**src/rtl/vga_timing.sv**
```systemverilog
// Raster timing generator: free-running h/v beam counters advanced by a pixel-clock
// enable, with registered sync, data-enable and line/frame start strobes.
module vga_timing #(
    parameter int unsigned H_ACTIVE = 640,
    parameter int unsigned H_FP     = 16,
    parameter int unsigned H_SYNC   = 96,
    parameter int unsigned H_BP     = 48,
    parameter int unsigned V_ACTIVE = 480,
    parameter int unsigned V_FP     = 10,
    parameter int unsigned V_SYNC   = 2,
    parameter int unsigned V_BP     = 33,
    parameter bit          SYNC_POL = 1'b0
) (
    input  logic       clk,
    input  logic       reset,
    input  logic       pix_en,
    output logic [9:0] hpos,
    output logic [9:0] vpos,
    output logic       de,
    output logic       hsync,
    output logic       vsync,
    output logic       line_start,
    output logic       frame_start,
    output logic [7:0] frame_count
);

    localparam int unsigned H_TOTAL = H_ACTIVE + H_FP + H_SYNC + H_BP;
    localparam int unsigned V_TOTAL = V_ACTIVE + V_FP + V_SYNC + V_BP;

    generate
        if (H_TOTAL > 1024 || V_TOTAL > 1024) begin : gTotalCheck
            $error("vga_timing: H_TOTAL and V_TOTAL must not exceed 1024");
        end
    endgenerate

    localparam logic [9:0]  H_LAST   = 10'(H_TOTAL - 1);
    localparam logic [9:0]  V_LAST   = 10'(V_TOTAL - 1);
    localparam logic [10:0] H_ACT    = 11'(H_ACTIVE);
    localparam logic [10:0] V_ACT    = 11'(V_ACTIVE);
    localparam logic [10:0] HS_START = 11'(H_ACTIVE + H_FP);
    localparam logic [10:0] HS_END   = 11'(H_ACTIVE + H_FP + H_SYNC);
    localparam logic [10:0] VS_START = 11'(V_ACTIVE + V_FP);
    localparam logic [10:0] VS_END   = 11'(V_ACTIVE + V_FP + V_SYNC);

    logic [9:0] hpos_q, hpos_d;
    logic [9:0] vpos_q, vpos_d;
    logic       de_q, de_d;
    logic       hsync_q, hsync_d;
    logic       vsync_q, vsync_d;
    logic       lineStart_q, lineStart_d;
    logic       frameStart_q, frameStart_d;
    logic [7:0] frameCount_q, frameCount_d;

    logic [9:0] hNext;
    logic [9:0] vNext;

    // Sync and de are decoded from the next counter values so they register
    // on the same edge as hpos/vpos and never lag the beam position.
    always_comb begin
        hNext = hpos_q + 10'd1;
        vNext = vpos_q;
        if (hpos_q == H_LAST) begin
            hNext = '0;
            vNext = (vpos_q == V_LAST) ? '0 : vpos_q + 10'd1;
        end

        hpos_d       = hpos_q;
        vpos_d       = vpos_q;
        de_d         = de_q;
        hsync_d      = hsync_q;
        vsync_d      = vsync_q;
        frameCount_d = frameCount_q;
        lineStart_d  = 1'b0;
        frameStart_d = 1'b0;

        if (pix_en) begin
            hpos_d       = hNext;
            vpos_d       = vNext;
            de_d         = ({1'b0, hNext} < H_ACT) && ({1'b0, vNext} < V_ACT);
            hsync_d      = (({1'b0, hNext} >= HS_START) && ({1'b0, hNext} < HS_END))
                           ? SYNC_POL : ~SYNC_POL;
            vsync_d      = (({1'b0, vNext} >= VS_START) && ({1'b0, vNext} < VS_END))
                           ? SYNC_POL : ~SYNC_POL;
            lineStart_d  = (hNext == 10'd0);
            frameStart_d = (hNext == 10'd0) && (vNext == 10'd0);
            if (frameStart_d) begin
                frameCount_d = frameCount_q + 8'd1;
            end
        end
    end

    // Reset parks the beam on the last pixel so the first enabled edge starts a frame.
    always_ff @(posedge clk or posedge reset) begin
        if (reset) begin
            hpos_q       <= H_LAST;
            vpos_q       <= V_LAST;
            de_q         <= 1'b0;
            hsync_q      <= ~SYNC_POL;
            vsync_q      <= ~SYNC_POL;
            lineStart_q  <= 1'b0;
            frameStart_q <= 1'b0;
            frameCount_q <= '0;
        end else begin
            hpos_q       <= hpos_d;
            vpos_q       <= vpos_d;
            de_q         <= de_d;
            hsync_q      <= hsync_d;
            vsync_q      <= vsync_d;
            lineStart_q  <= lineStart_d;
            frameStart_q <= frameStart_d;
            frameCount_q <= frameCount_d;
        end
    end

    assign hpos        = hpos_q;
    assign vpos        = vpos_q;
    assign de          = de_q;
    assign hsync       = hsync_q;
    assign vsync       = vsync_q;
    assign line_start  = lineStart_q;
    assign frame_start = frameStart_q;
    assign frame_count = frameCount_q;

endmodule

```
**config.mk**
```make
export PLATFORM = sky130hd
export DESIGN_NAME = vga_timing
export DESIGN_NICKNAME = d
export VERILOG_FILES = /design/src/rtl/vga_timing.sv
export SDC_FILE = /design/constraint.sdc
export NUM_CORES = 1
export LEC_CHECK = 0
export ABC_AREA = 1
export BUFFER_PORTS_ARGS = -buffer_cell sky130_fd_sc_hd__buf_2
export CORE_MARGIN = 5
export CORE_UTILIZATION = 30
export DETAILED_ROUTE_END_ITERATION = 8
export PLACE_DENSITY = 0.58
export SLEW_MARGIN = 30
export SYNTH_ARGS = -nofsm -noshare
export SYNTH_HDL_FRONTEND = slang
export SYNTH_SLANG_ARGS = --single-unit
export TNS_END_PERCENT = 50
```
**constraint.sdc**
```tcl
create_clock -name clk -period 5.7 [get_ports clk]
set_input_delay 0.57 -clock clk [delete_from_list [all_inputs] [get_ports clk]]
set_output_delay 0.57 -clock clk [all_outputs]
set_load 0.02 [all_outputs]
```
==> results.cfg, run 1 <==
[outcome]
status = finished clean

[floorplan]
die_h_um = 101
io_pins = 36
die-area_um2 = 10200
core_area_um2 = 8180
die_x_um = 101
rows = 33
start_util_pct = 30.5

[detailed_routing]
drtIter0Drc = 140
drc = 0
avgRoutedWirePerCell_um = 12.9
ant_nets = 0
dr.pass1.iters = 4
vias_per_cell = 4.68
routed_wl_mm = 6.55
vias = 2377

[final_layout]
stdcell_area_um2 = 2860
syn2layout_area_growth_pct = 14.4
drive_gt1_share_pct = 23.6
diodes = 0
multi_input_comb_area_um2 = 1420
area.sequential_um2 = 841
final_nets = 410
final_common_cell = nand2_1
final_cell_mix = 116 x nand2_1, 43 x inv_1, 40 x nor2_1
fillers = 914

[timing]
skew_ns = 0.0105
max_freq_ghz = 0.433
slew_headroom_pct = 50.1
slew_viol_final = 0
worstMarginPinSlew_ns = 0.748
grt_setup_unrepaired = false
finalHoldViolCount = 0
final.period_utilization_pct = 40.5
min_period_ns = 2.31
setup_viol = 0
tns_ns = 0

[global_routing]
grt.total_usage_pct = 13.6
antenna_found_initial = 0
grt.overflow.total = 0
grt_pass1_wl_mm = 11.2
grt_pass1_vias = 2266
grt_max_degree = 34

[pwr]
peakVddDrop_uv = 109
p_per_area_nw_per_um2 = 303
finalPower_uw = 865
p_leak_uw = 0.00147

[clock_tree]
numCtsBuffers = 5
cts_root_buffer = clkbuf_8
clk_latency_ns = 0.29
cts_tree = done
cts.path.max_buffers = 2
ctsHoldBuffers = 0
htree_num_levels = 2
clkTransAtPathRegs_ns = 0.08
cts_sinks = 33
cts_setup_buffers = 0
cts_resized = 0

[critical_path]
path_max_fanout = 7
reg2reg_setup_slack_ns = 3.39
required_ns = 5.88
critical_path_arrival_ns = 2.49
critPathCaptureType = register
r2r-start = hpos[0]
rr_worst_depth = 14
timing.rr.end = frame_count[3]
start_kind = register
crit_type = register to register

[placed_design]
placed_area_um2 = 2770
dp_hpwl_mm = 5.02
io_buffers = 35
routabilityCongestion = 0.888

[logic_synthesis]
syn_inst = 366
async_reset_ff_share_pct = 100
synthDistinctLibCells = 31
synth_seq_area_share_pct = 33.7
ys.flop_type = dfrtp_1
synth_area_leaders = dfrtp_1 21%, nand2_1 17%, dfstp_2 13%, inv_1 6.5%, nor2_1 6.0%
synth_top_area_cell = dfrtp_1
synth_nets = 374
avgSynthCellArea_um2 = 6.82
yosys_warnings = 0
synth-seq-cells = 33
synth_area_um2 = 2490
synth_top_area_share_pct = 21.1
synth_edf_count = 0

[worst_hold_path]
hold_class = input port to async pin

[run]
maxCapViolations = 0
-- sequential cells by signal, summed over array words and instances, names as in the netlist --
signal and cells:
line_start 1, de 1, frame_start 1, frame_count 8, vsync 1, hpos 10, vpos 10, hsync 1
-- report_power, final --
group | switching, uW | internal (uW) | leakage [uW] | total (uW)
Sequential | 59.2 | 286 | 0.000406 | 345
Combinational | 239 | 106 | 0.00103 | 345
Clock | 89.5 | 86.4 | 0.0000385 | 176
Total | 387 | 478 | 0.00147 | 865
-- critical path, stage by stage (launching register included) --
cell and delay, ns:
dfstp_2 0.58, ha_1 0.22, nand2_4 0.11, clkinv_2 0.08, nand2_2 0.08, nor2_4 0.21
nand2_1 0.14, nand3_2 0.15, nand2_1 0.10, inv_1 0.06, nand2_1 0.06, nor2_1 0.12
nand4_2 0.14, nand2_1 0.10, nand2_1 0.06
-- Yosys cell counts, types with 3 or more instances --
master,n
nand2_2,11
nor2_2,4
nand4_1,13
buf_2,3
nor2_4,8
xnor2_1,3
nor3_1,4
nor2_1,40
dfrtp_1,21
nand2_1,116
nand3_1,27
nand4_2,3
nand3_2,7
inv_1,43
clkinv_2,4
dfstp_2,12
o21ai_0,24
ha_1,5
clkbuf_1,3
-- layout make-up --
cell class,instances,area share (%)
inverters,50,6.75
flip-flops and latches,33,29.4
clock buffers,7,2.67
repair buffers,36,6.40
multi-input cells,276,49.9
well taps,105,4.60
clock inverters,1,0.263
-- how the worst max path moves through the flow --
| stage | from | endpoint |
|---|---|---|
| 3_3_place_gp | pix_en | frame_count[1] |
| 4_1_cts | hpos[0] | frame_count[3] |
| 2_1_floorplan | hpos[0] | frame_count[4] |
| 6_report | hpos[0] | frame_count[3] |
| 3_5_place_dp | pix_en | frame_count[1] |
| 5_1_grt | hpos[0] | frame_count[4] |
-- per-stage QoR --
stage | instances | setup slack [ns] | hold WS (ns) | util [%]
after floorplan | 366 | 3.65 | 0.501 | -
after global placement | 500 | 3.36 | 0.471 | 33.9
after global routing | 508 | 3.18 | 0.412 | 34.9
after CTS | 508 | 3.38 | 0.369 | 34.9
after detailed placement | 500 | 3.31 | 0.465 | 33.9
final | 508 | 3.39 | 0.365 | 34.9
-- cell families after synthesis --
group	count (synthesis)	synth area share [%]
DFF	33	33.7
buffers and inverters	57	9.23
AOI/OAI and AO/OA	29	6.17
and+or+nand+nor	237	46.6
xor gates and xnor gates	5	1.76
adders and majority gates	5	2.51
-- routing by layer --
| metal | part of all wire [%] | track usage (%) |
|---|---|---|
| met5 | 0 | 0 |
| met4 | 1.5 | 4.81 |
| met3 | 3.9 | 1.86 |
| met2 | 45 | 20.6 |
| met1 | 49 | 19.9 |
(Power assumes the default switching activity.)
==> run 2, diff against run 1 <==
- clock period: 5.7 -> 2.3 ns (I/O delays scaled with it)
==> results.cfg, run 2 (synthesis results as in run 1) <==
[timing]
min_period_ns = 2.11
skew_ns = 0.00618
finalHoldViolCount = 0
setup_viol = 0
max_freq_ghz = 0.473
final.period_utilization_pct = 92.0
whs_ns = 0.0242
slew_viol_final = 0
worstMarginPinSlew_ns = 0.449
layout_setup_ws_ns = 0.185
slew_headroom_pct = 70.0

[floorplan]
rows = 33
start_util_pct = 30.5
die-area_um2 = 10200
core_area_um2 = 8180
io_pins = 36
die_h_um = 101
die_x_um = 101

[critical_path]
rr_worst_depth = 14
crit_type = register to register
required_ns = 2.49
critPathCaptureType = register
critical_path_arrival_ns = 2.30
start_kind = register
path_max_fanout = 6

[detailed_routing]
vias = 2474
ant_nets = 0
routed_wl_mm = 6.88
avgRoutedWirePerCell_um = 13.3
drc = 0
drtIter0Drc = 121
vias_per_cell = 4.77
dr.pass1.iters = 5

[placed_design]
placed_area_um2 = 2810
place_worst_setup_slack_ns = 0.0452
io_buffers = 35
dp_hpwl_mm = 5.29
routabilityCongestion = 0.932

[clock_tree]
htree_num_levels = 2
clk_latency_ns = 0.29
cts_root_buffer = clkbuf_8
cts.path.max_buffers = 2
clkTransAtPathRegs_ns = 0.08
numCtsBuffers = 5
cts_sinks = 33
cts_tree = done

[global_routing]
antenna_found_initial = 0
grt_max_degree = 34
grt.overflow.total = 0
grt_pass1_vias = 2328
grt.total_usage_pct = 13.5
grt_pass1_wl_mm = 11.1

[final_layout]
final_nets = 421
final_common_cell = nand2_1
diodes = 0
drive_gt1_share_pct = 27.8
final_cell_mix = 114 x nand2_1, 42 x inv_1, 39 x nor2_1
syn2layout_area_growth_pct = 21.0
stdcell_area_um2 = 3020
fin_util_pct = 36.9

[pwr]
p_leak_uw = 0.00154
finalPower_uw = 2290
peakVddDrop_uv = 277
p_per_area_nw_per_um2 = 760

[worst_hold_path]
hold_class = input port to async pin

[outcome]
status = finished clean

[run]
maxCapViolations = 0
run 2: cell count changes in the layout (fill, tap and decap cells not counted), sizes merged:
cell      delta
clkinvlp     -1
clkinv       +1
buf         +11
run 2: final timing paths:
check | start | end | slack (ns)
max | hpos[0] | frame_count[4] | 0.19
min | reset | hpos[5] | 0.02
max reg2reg | hpos[0] | frame_count[4] | 0.19
min reg2reg | vsync | vsync | 0.48
max in group asynchronous | reset | vpos[3] | 1.93
min in group clk | pix_en | hpos[2] | 0.26
run 2: metrics by stage:
stage,cells,TNS (ns)
6_report,519,0
5_1_grt,519,-0.00936
4_1_cts,513,0
3_5_place_dp,505,0
3_3_place_gp,505,0
2_1_floorplan,366,0
run 2: report_power, final:
group | switching [uW] | internal [uW] | total, uW
Clock | 238 | 271 | 509
Combinational | 624 | 301 | 925
Sequential | 152 | 708 | 860
Total | 1010 | 1280 | 2290
run 2: worst max-delay path: stages, from the launching register on:
cell,delay (ns)
dfstp_2,0.59
ha_4,0.16
nand2_4,0.09
clkinv_2,0.07
nand2_2,0.08
nor2_4,0.18
nand2_2,0.11
nand3_2,0.12
nand2_1,0.08
inv_1,0.05
nand2_1,0.07
nor2_2,0.10
nand4_2,0.13
nand2_1,0.11
nand2_1,0.05
run 2: area by class of cell:
type	instances	area (um2)
clock buffers	7	96.3
inverters	50	193
clock inverters	1	5.00
well taps	105	131
repair buffers	47	265
fillers	890	5160
flip-flops and latches	33	841
multi-input cells	276	1490
run 2: repair_timing:
item / CTS / global route
setup endpoints to repair: 0 / 9
hold buffers: 0 / 0
buffers inserted: 0 / 6
resized for setup: 0 / 13
run 2: per-layer routing:
layer | wire [um] | GRT usage, % | share of wire (%)
met1 | 3290 | 18.1 | 48
met2 | 3070 | 21.9 | 45
met3 | 412 | 2.20 | 6.0
met4 | 98 | 5.11 | 1.4
met5 | 0 | 0 | 0
==> run 3, diff against run 2 <==
- CORE_UTILIZATION: 30 -> 58
- PLACE_DENSITY: 0.58 -> 0.92
==> results.cfg, run 3 (synthesis results as in run 1) <==
[floorplan]
die_h_um = 75.6
io_pins = 36
start_util_pct = 61.1
rows = 23
core_area_um2 = 4090
die_x_um = 75.6
die-area_um2 = 5710

[timing]
slew_viol_final = 0
whs_ns = 0.0433
worstMarginPinSlew_ns = 0.423
max_freq_ghz = 0.468
final.period_utilization_pct = 92.8
finalHoldViolCount = 0
tns_ns = 0
slew_headroom_pct = 71.8
skew_ns = 0.00735
setup_viol = 0
layout_setup_ws_ns = 0.165
min_period_ns = 2.14
grt_setup_unrepaired = false

[clock_tree]
cts_root_buffer = clkbuf_8
numCtsBuffers = 5
clk_latency_ns = 0.29
cts_tree = done
clkTransAtPathRegs_ns = 0.07
cts.path.max_buffers = 2
cts_sinks = 33
htree_num_levels = 2
ctsHoldBuffers = 0

[pwr]
p_comb_share_pct = 39.3
internal_power_uw = 1250
p_switching_uw = 961
peakVddDrop_uv = 522
clock_power_share_pct = 22.2
sw_frac_of_total_pct = 43.4
p_leak_uw = 0.00153
p_per_area_nw_per_um2 = 768
seqPwrFrac_pct = 38.5

[critical_path]
reg2reg_setup_slack_ns = 0.16
critPathCaptureType = register
start_kind = register
crit_type = register to register
critical_path_arrival_ns = 2.31
required_ns = 2.48
timing.rr.end = frame_count[3]
r2r-start = hpos[0]
rr_worst_depth = 14
path_max_fanout = 7

[global_routing]
grt.busiest_layer = met2
grt_use_met1_pct = 32.8
grt_max_degree = 34
antenna_found_initial = 0
grt.total_usage_pct = 23.9
grt_util_met3_pct = 4.35
grt.overflow.total = 0
grt_pass1_wl_mm = 10.5
grt_pass1_vias = 2250
grtUsageMet2_pct = 37.8

[detailed_routing]
drc = 0
routed_wl_mm = 6.27
ant_nets = 0
drtIter0Drc = 285
dr.pass1.iters = 4
vias_per_cell = 5.52
avgRoutedWirePerCell_um = 13.7
vias = 2532

[placed_design]
dp_hpwl_mm = 4.62
io_buffers = 35
place_worst_setup_slack_ns = 0.0869
placed_area_um2 = 2720
routabilityCongestion = 0.924

[final_layout]
final_cell_mix = 114 x nand2_1, 42 x inv_1, 39 x nor2_1
final_common_cell = nand2_1
drive_gt1_share_pct = 26.4
fin_util_pct = 70.6
final_nets = 416
syn2layout_area_growth_pct = 15.6
diodes = 0
fillers = 343
stdcell_area_um2 = 2890

[run]
maxCapViolations = 0

[worst_hold_path]
hold_class = input port to async pin

[outcome]
status = finished clean
-- run 3: cell types whose count changed in the layout (fill, tap and decap cells not counted) --
cell / change
nand2_8: -1
nand3_1: +2
o21ai_1: -1
nand3_2: -1
nand3_4: -1
o21ai_0: +1
buf_4: -5
nand2_4: +1
-- run 3: worst max-delay path, stage by stage (launching register included) --
cell and delay (ns):
dfstp_2 0.59, ha_4 0.16, nand2_4 0.09, clkinv_2 0.07, nand2_2 0.08, nor2_4 0.20, nand2_2 0.12, nand3_4 0.11
nand2_1 0.07, inv_1 0.05, nand2_1 0.07, nor2_1 0.13, nand4_2 0.14, nand2_1 0.09, nand2_1 0.06
-- run 3: layout make-up --
type / count / area (um2) / area share, %
Clock buffer: 7 / 96.3 / 3.34
Clock inverter: 1 / 5.00 / 0.173
Inverter: 50 / 193 / 6.68
Multi-Input combinational cell: 276 / 1460 / 50.6
Sequential cell: 33 / 841 / 29.1
Tap cell: 50 / 62.6 / 2.17
Timing Repair Buffer: 42 / 228 / 7.89
-- run 3: worst max-delay path by stage --
stage / end / from / slack [ns]
6_report: frame_count[3] / hpos[0] / 0.16
5_1_grt: frame_count[4] / hpos[1] / 0.004
4_1_cts: frame_count[3] / hpos[0] / 0.06
3_5_place_dp: frame_count[4] / hpos[0] / 0.09
3_3_place_gp: frame_count[5] / hpos[0] / 0.14
2_1_floorplan: frame_count[4] / hpos[0] / 0.25
-- run 3: power groups by stage --
stage / clock, uW / combinational, uW / sequential (uW)
global route: 527 / 964 / 871
CTS: 499 / 849 / 846
detailed placement: 0 / 843 / 854
global placement: 0 / 823 / 850
finish: 492 / 871 / 853
floorplan: 0 / 542 / 935
-- run 3: what timing repair did --
action                                  in CTS  in global routing
hold endpoints to repair                     0                  0
buffers inserted                             0                  4
gates resized for setup                      0                  8
endpoints found under the setup margin       0                  9
-- run 3: metal layers --
metal / up-vias / wire length [um]
met5: - / 0
met3: 11 / 427
met4: 0 / 106
met2: 99 / 2970
met1: 1180 / 2770
li1: 1242 / -
-- run 3: stage by stage --
stage | power (uW) | instances
2_1_floorplan | 1480 | 366
3_3_place_gp | 1670 | 447
3_5_place_dp | 1700 | 447
4_1_cts | 2190 | 455
5_1_grt | 2360 | 459
6_report | 2220 | 459
